**src/rtl/mux_n_1_scan_if.sv**
```systemverilog
// Bus bundle for mux_n_1_scan.
// Inputs: SW (packed channels), KEY0, SCAN, HOLD.
// Outputs: LEDR (selected channel), SEL (channel index).
// master = board/stimulus side, slave = selector.
interface mux_n_1_scan_if #(
    parameter int WIDTH    = 4,
    parameter int CHANNELS = 2
);
    localparam int SELW = (CHANNELS > 2) ? $clog2(CHANNELS) : 1;

    logic [WIDTH*CHANNELS-1:0] SW;
    logic                      KEY0;
    logic                      SCAN;
    logic                      HOLD;
    logic [WIDTH-1:0]          LEDR;
    logic [SELW-1:0]           SEL;

    modport master (
        output SW, KEY0, SCAN, HOLD,
        input  LEDR, SEL
    );

    modport slave (
        input  SW, KEY0, SCAN, HOLD,
        output LEDR, SEL
    );
endinterface

```
**src/rtl/mux_n_1_scan.sv**
```systemverilog
// Registered N:1 channel selector, stepped by KEY0 or auto-scan.
// Ports: CLOCK_50, RESET_N (sync, active-low), bus (slave):
//   SW/KEY0/SCAN/HOLD in, LEDR/SEL out.
// Optional: MUX_N_1_SCAN_DEBOUNCE_EN adds a KEY0 debouncer.
module mux_n_1_scan #(
    parameter int WIDTH      = 4,
    parameter int CHANNELS   = 2,
    parameter int SCAN_DIV   = 50000000,
    parameter int DEB_CYCLES = 1000000
) (
    input  logic          CLOCK_50,
    input  logic          RESET_N,
    mux_n_1_scan_if.slave bus
);
    localparam int SELW = (CHANNELS > 2) ? $clog2(CHANNELS) : 1;
    localparam int CW   = (SCAN_DIV > 1) ? $clog2(SCAN_DIV) : 1;
    localparam logic [SELW-1:0] SEL_LAST = SELW'(CHANNELS - 1);
    localparam logic [CW-1:0]   CNT_LAST = CW'(SCAN_DIV - 1);

    if (WIDTH < 1 || CHANNELS < 2 || SCAN_DIV < 1 || DEB_CYCLES < 1)
    begin : g_param_chk
        $error("mux_n_1_scan: parameter out of range");
    end

    logic            k_s1;
    logic            k_s2;
    logic            k_prev;
    logic            key_state;
    logic            press;
    logic            tick;
    logic            advance;
    logic [CW-1:0]   cnt;
    logic [SELW-1:0] sel;
    logic [WIDTH-1:0] chan;
    logic [WIDTH-1:0] ledr;

    // Sync flops clear to "pressed" so a key already down at
    // reset release never looks like a fresh press.
    always_ff @(posedge CLOCK_50) begin
        if (!RESET_N) begin
            k_s1   <= 1'b0;
            k_s2   <= 1'b0;
            k_prev <= 1'b0;
        end else begin
            k_s1   <= bus.KEY0;
            k_s2   <= k_s1;
            k_prev <= key_state;
        end
    end

`ifdef MUX_N_1_SCAN_DEBOUNCE_EN
    localparam int DW = (DEB_CYCLES > 1) ? $clog2(DEB_CYCLES) : 1;
    localparam logic [DW-1:0] DEB_LAST = DW'(DEB_CYCLES - 1);

    logic          deb;
    logic [DW-1:0] dcnt;

    // deb follows k_s2 only after DEB_CYCLES consecutive
    // disagreeing samples; any agreement restarts the window.
    always_ff @(posedge CLOCK_50) begin
        if (!RESET_N) begin
            deb  <= 1'b0;
            dcnt <= '0;
        end else if (k_s2 == deb) begin
            dcnt <= '0;
        end else if (dcnt == DEB_LAST) begin
            deb  <= k_s2;
            dcnt <= '0;
        end else begin
            dcnt <= dcnt + 1'b1;
        end
    end

    assign key_state = deb;
`else
    assign key_state = k_s2;
`endif

    assign press   = k_prev & ~key_state;
    assign tick    = bus.SCAN && (cnt == CNT_LAST);
    assign advance = press | tick;

    // A manual step restarts the dwell so the new channel
    // gets a full scan period.
    always_ff @(posedge CLOCK_50) begin
        if (!RESET_N) begin
            cnt <= '0;
        end else if (!bus.SCAN || advance) begin
            cnt <= '0;
        end else begin
            cnt <= cnt + 1'b1;
        end
    end

    always_ff @(posedge CLOCK_50) begin
        if (!RESET_N) begin
            sel <= '0;
        end else if (advance) begin
            sel <= (sel == SEL_LAST) ? '0 : sel + 1'b1;
        end
    end

    always_comb begin
        chan = '0;
        for (int c = 0; c < CHANNELS; c++) begin
            if (sel == SELW'(c)) begin
                chan = bus.SW[c*WIDTH +: WIDTH];
            end
        end
    end

    always_ff @(posedge CLOCK_50) begin
        if (!RESET_N) begin
            ledr <= '0;
        end else if (!bus.HOLD) begin
            ledr <= chan;
        end
    end

    assign bus.SEL  = sel;
    assign bus.LEDR = ledr;
endmodule

```
**src/flat_wrapper.sv**
```systemverilog
// flat-port wrapper written by rule: the top's interface ports become plain ports
module mux_n_1_scan_flat 
#(
    parameter int WIDTH      = 4,
    parameter int CHANNELS   = 2,
    parameter int SCAN_DIV   = 50000000,
    parameter int DEB_CYCLES = 1000000
)
  (CLOCK_50, RESET_N, bus_SW, bus_KEY0, bus_SCAN, bus_HOLD, bus_LEDR, bus_SEL);
  mux_n_1_scan_if #(.WIDTH(WIDTH), .CHANNELS(CHANNELS)) bus_i ();
  input  logic CLOCK_50;
  input  logic RESET_N;
  input wire logic [$bits(bus_i.SW)-1:0] bus_SW;
  input wire logic [$bits(bus_i.KEY0)-1:0] bus_KEY0;
  input wire logic [$bits(bus_i.SCAN)-1:0] bus_SCAN;
  input wire logic [$bits(bus_i.HOLD)-1:0] bus_HOLD;
  output wire logic [$bits(bus_i.LEDR)-1:0] bus_LEDR;
  output wire logic [$bits(bus_i.SEL)-1:0] bus_SEL;
  assign bus_i.SW = bus_SW;
  assign bus_i.KEY0 = bus_KEY0;
  assign bus_i.SCAN = bus_SCAN;
  assign bus_i.HOLD = bus_HOLD;
  assign bus_LEDR = bus_i.LEDR;
  assign bus_SEL = bus_i.SEL;
  mux_n_1_scan #(.WIDTH(WIDTH), .CHANNELS(CHANNELS), .SCAN_DIV(SCAN_DIV), .DEB_CYCLES(DEB_CYCLES)) u_core (.CLOCK_50(CLOCK_50), .RESET_N(RESET_N), .bus(bus_i));
endmodule
```
**config.mk**
```make
export PLATFORM = sky130hd
export DESIGN_NAME = mux_n_1_scan_flat
export DESIGN_NICKNAME = d
export VERILOG_FILES = /design/src/rtl/mux_n_1_scan_if.sv /design/src/rtl/mux_n_1_scan.sv /design/src/flat_wrapper.sv
export SDC_FILE = /design/constraint.sdc
export NUM_CORES = 1
export LEC_CHECK = 0
export ABC_AREA = 1
export BUFFER_PORTS_ARGS = -buffer_cell sky130_fd_sc_hd__buf_2
export CORE_ASPECT_RATIO = 0.8
export CORE_MARGIN = 10
export CORE_UTILIZATION = 45
export DETAILED_ROUTE_END_ITERATION = 6
export PLACE_DENSITY = 0.63
export SLEW_MARGIN = 10
export SYNTH_ARGS = -nofsm -noshare
export SYNTH_HDL_FRONTEND = slang
export SYNTH_SLANG_ARGS = --single-unit
export TNS_END_PERCENT = 100
```
**constraint.sdc**
```tcl
create_clock -name CLOCK_50 -period 2.25 [get_ports CLOCK_50]
set_clock_uncertainty 0.2 [all_clocks]
set_input_delay 0.1125 -clock CLOCK_50 [delete_from_list [all_inputs] [get_ports CLOCK_50]]
set_output_delay 0.1125 -clock CLOCK_50 [all_outputs]
set_load 0.05 [all_outputs]
```
Word-level counts from Yosys, hierarchy flattened
Cells that the tools add are included.
Widths: inputs -> output; s select.
{"block": "op_classes", "addsub": 2, "mul": 0, "div_mod_pow": 0, "magnitude_cmp": 0, "n_eq_ne": 1, "n_shift": 0, "n_mux": 2, "bitwise": 4, "n_reduce_logical": 4}
{"operator": "$add 26x1->26 const B", "n": 1}
{"operator": "$eq 26x26->1 const B", "n": 1}
{"operator": "$mux 4", "n": 1}
{"operator": "$not 1->1", "n": 2}
{"operator": "$reduce_or 2->1", "n": 1}
{"operator": "$add 1x1->1 const B", "n": 1}
{"operator": "$and 1x1->1", "n": 1}
{"operator": "$logic_and 1x1->1", "n": 1}
{"operator": "$logic_not 1->1", "n": 1}
{"operator": "$logic_or 1x1->1", "n": 1}
{"operator": "$mux 1", "n": 1}
{"operator": "$or 1x1->1", "n": 1}
{"block": "word_totals", "ff_bits": 34, "latchBits": 0, "ram_bits": 0, "romBits": 0, "output_inout_bits": 5, "n_memories": 0}

Longest topological paths before layout
{"block": "depth", "word_depth": 5, "ltp_mapped": 9}

Worst setup path after synthesis
No wires, ideal clock.
{"block": "synth_timing", "path_type": "reg-to-reg", "from": "register u_core.cnt[0]", "to": "register u_core.cnt[2]", "t_arrival_ps": 1266, "required_ps": 1934, "slack_ps": 668, "stages_incl_launch_ff": 10, "n_path_buf": 1, "cell_sequence": "dfxtp_1 -> ha_1 -> nand3_2 -> inv_2 -> nand2_1 -> nor2_1 -> nand2_2 -> nand4_4 -> buf_6 -> nor2_1"}
{"block": "synth_via", "elab_chain_cells": 5, "word_cells_on_any_way": 6, "classes_between": "add/sub: 1; eq/ne: 1; bitwise: 1; reduce/logical: 3"}
{"item": "start: declaration", "line_no": "mux_n_1_scan.sv:32", "text": "logic [CW-1:0] cnt;"}
{"item": "start signal: assignment", "line_no": "mux_n_1_scan.sv:91", "text": "cnt <= cnt + 1'b1;"}
{"item": "parallel branches: the longest is 5 deep, another holds $add 26x1->26"}
Several ways; the timed one is not identified.
A chain may end at the register's enable or synchronous reset.

Final worst setup path
{"block": "layout_timing", "from": "register u_core.cnt[0]", "to": "register u_core.cnt[20]"}
The elaborated chain is that of the path after synthesis.

==> results.txt <==
status: finished clean
startpoint of the worst hold path: bus_HOLD
worst hold path endpoint: u_core.bus.LEDR[0]$_SDFFE_PN0N_
CP Data Required Time: 2.25 ns
Clock Power Share: 40.3%
final period utilization: 79.3%
Synthesized Nets: 277
sequential power share: 53.6%
reg2reg path depth: 8
reg-to-reg endpoint: u_core.cnt[20]$_SDFF_PP0_
CP max FO: 26
CTS Buffer Depth: 2
final worst slack: 0.466 ns
placed cell count: 332
post-CTS sizing: 0
full die area: 6860 sq um
Synth Cell Area: 1770 sq um
Synthesis Warnings: 0
most numerous cell in the Yosys netlist: nand2_1
clock sinks: 34
ANT nets after route: 0
Pre-antenna DRT Iters: 4
Pint: 0.000883 W
via count: 1,501
Nets: 301
Detailed Route WL: 3.67 mm
H-tree depth: 2
Congestion Overflow GR: 0
Post-synth EDFFs: 0
IO Count: 18
WL per Instance: 10.7 microns
setup tns final: 0 ns
CP Class: register to register
Syn Area/Cell: 6.73 sq um
Critical R2R Launch: u_core.cnt[0]$_SDFF_PP0_
fin area: 2020 sq um
initial core utilization: 46.5%
pre-CTS setup slack: 0.483 ns
Primary FF master, synth: dfxtp_1
Post-synth top cells: 72 x nand2_1, 49 x nor2_1, 38 x inv_1
CTS Buf Count: 5
placer congestion estimate: 0.808
final std cells w/o fill: 343
Reg area: 681 sq um
clk slew on worst S/H paths: 0.07 ns
Critical Path Start Type: register
sequential-to-total area share from yosys stat: 38.5%
asr flop ratio synth: 0%
Seq cells post-synth: 34
RSZ-0062 raised after global routing: no
antenna violations before repair: 0
switching portion of total power: 23.1%
vias in the first global route: 1,442
diode count: 0
Leakage: 0.794 nW
row count: 20
setup slack, reg-to-reg: 0.47 ns
Worst-Margin Slew: 0.425 ns
vias per cell: 4.38
Detailed Place HPWL: 2.76 mm
Final Hold Fails: 0
area leader, netlist: dfxtp_1
# DRC: 0
CTS tree: yes
Gate power share: 6.1%
Placed Area: 1900 sq um
total of max-cap violations: 0
DIE HEIGHT: 76.1 microns
Relative slew margins: 71.6%
Root Driver: clkbuf_8
pwr dens: 569 nW/um^2
Worst-Skew Late Latency: 0.28 ns
area of the multi-input gates: 911 sq um
synthesis-to-layout area growth: 14.0%
share of cells above drive strength 1: 14.6%
IO buf count: 17
Hold Crit Depth: 4
core region area: 3800 sq um
Final Power: 0.00115 W
minimum clock period: 1.78 ns
Yosys top cell area share: 38.5%
Worst setup EP type: register
drt initial violations: 76
die width: 90.1 microns
Worst Hold Class: primary input to register
Final Setup Violations: 0
first-pass GRT wire length: 6.58 mm
Max rail drop VDD: 346 uV
Filler cells: 418
Tot GR Track Use: 11.3%
Sw Pwr: 0.000265 W
Slew Limit Fails: 0
Critical Path AT: 1.79 ns
max frequency: 561 MHz
post-synth cell types: 22
Area contributors post-synth: dfxtp_1 38%, nand2_1 15%, nor2_1 10%
synthesized instance count: 263
largest net degree at the start of global routing: 27
[logic make-up (layout without fill, tap and decap cells)]
kind of cell | after synthesis | count (layout) | synth area share [%]
XOR/XNOR | 16 | 16 | 7.92
AO/OA/AOI/OAI | 9 | 9 | 2.55
adder cells (fa/ha/maj) | 1 | 1 | 0.707
AND/OR/NAND/NOR | 160 | 160 | 40.3
flip-flops | 34 | 34 | 38.5
buffers and inverters | 43 | 68 | 10.0
[metal layers]
metal	vias to the layer above	track usage, %	wire length, microns	part of all wire (%)
li1	838	-	-	-
met1	644	15.2	2010	55
met2	12	17.1	1510	41
met3	7	2.85	94	2.6
met4	0	3.81	55	1.5
met5	-	0	0	0
[sequential cells by signal, indices dropped and copies added, names as in the netlist]
signal           flops
u_core.k_s1          1
u_core.bus.LEDR      4
u_core.cnt          26
u_core.k_s2          1
u_core.bus.SEL       1
u_core.k_prev        1
[through the flow]
step	hold slack (ns)	util, %
6_report	0.0603	53.0
5_1_grt	0.0920	53.0
4_1_cts	0.0586	53.0
3_5_place_dp	0.104	49.8
3_3_place_gp	0.105	49.8
2_1_floorplan	0.00595	-
[power groups by stage]
stage / registers (W) / logic (W) / clock network, W
6_report: 0.000615 / 0.0000704 / 0.000462
5_1_grt: 0.000615 / 0.0000779 / 0.000496
4_1_cts: 0.000615 / 0.0000709 / 0.000474
3_5_place_dp: 0.000629 / 0.0000667 / 0
3_3_place_gp: 0.000628 / 0.0000666 / 0
2_1_floorplan: 0.000645 / 0.0000312 / 0
[worst max path at each step]
| stage | start | end | slack [ns] | depth (start not counted) |
|---|---|---|---|---|
| after global placement | u_core.cnt[0]$_SDFF_PP0_ | u_core.cnt[17]$_SDFF_PP0_ | 0.53 | 8 |
| after global routing | u_core.cnt[0]$_SDFF_PP0_ | u_core.cnt[20]$_SDFF_PP0_ | 0.29 | 8 |
| after detailed placement | u_core.cnt[0]$_SDFF_PP0_ | u_core.cnt[12]$_SDFF_PP0_ | 0.48 | 8 |
| after CTS | u_core.cnt[0]$_SDFF_PP0_ | u_core.cnt[20]$_SDFF_PP0_ | 0.45 | 8 |
| after floorplan | u_core.cnt[0]$_SDFF_PP0_ | u_core.cnt[2]$_SDFF_PP0_ | 0.67 | 9 |
| final | u_core.cnt[0]$_SDFF_PP0_ | u_core.cnt[20]$_SDFF_PP0_ | 0.47 | 8 |
[placed cells by master, fill, tap and decap left out]
cell type      instances
clkbuf_8               6
inv_1                 38
nand3_2                2
nand4_1                2
ha_1                   1
dlygate4sd3_1          3
clkbuf_1               1
clkinv_2               1
nor2_1                49
nor2_2                 5
nand3_1               18
buf_2                 17
nand2_1               72
xnor2_1                6
dfxtp_1               34
nor2_4                 3
nand2_2                1
inv_2                  2
xor2_1                10
and2_1                 1
or2_2                  4
nand4_4                1
nor3b_1                1
a21oi_1                9
nor3_1                 1
[worst max-delay path, stage by stage (launching register included)]
cell and delay, ns:
dfxtp_1 0.33, ha_1 0.23, nand3_2 0.11, inv_2 0.07, nand2_1 0.06, nor2_1 0.05
nand2_2 0.09, nand4_4 0.34, nor2_1 0.22
[area by class of cell]
class,count,share of cell area [%]
inverter,40,7.44
tap,55,3.41
timing repair buffer,20,5.71
clock buffer,7,4.28
multi-input combinational,186,45.2
sequential,34,33.7
clock inverter,1,0.248
[what timing repair did]
| item | in CTS | in global routing |
|---|---|---|
| setup buffers | 0 | 0 |
| hold endpoints to repair | 4 | 0 |
| hold buffers | 3 | 0 |
Note: power is estimated with default switching activity, not from simulation.
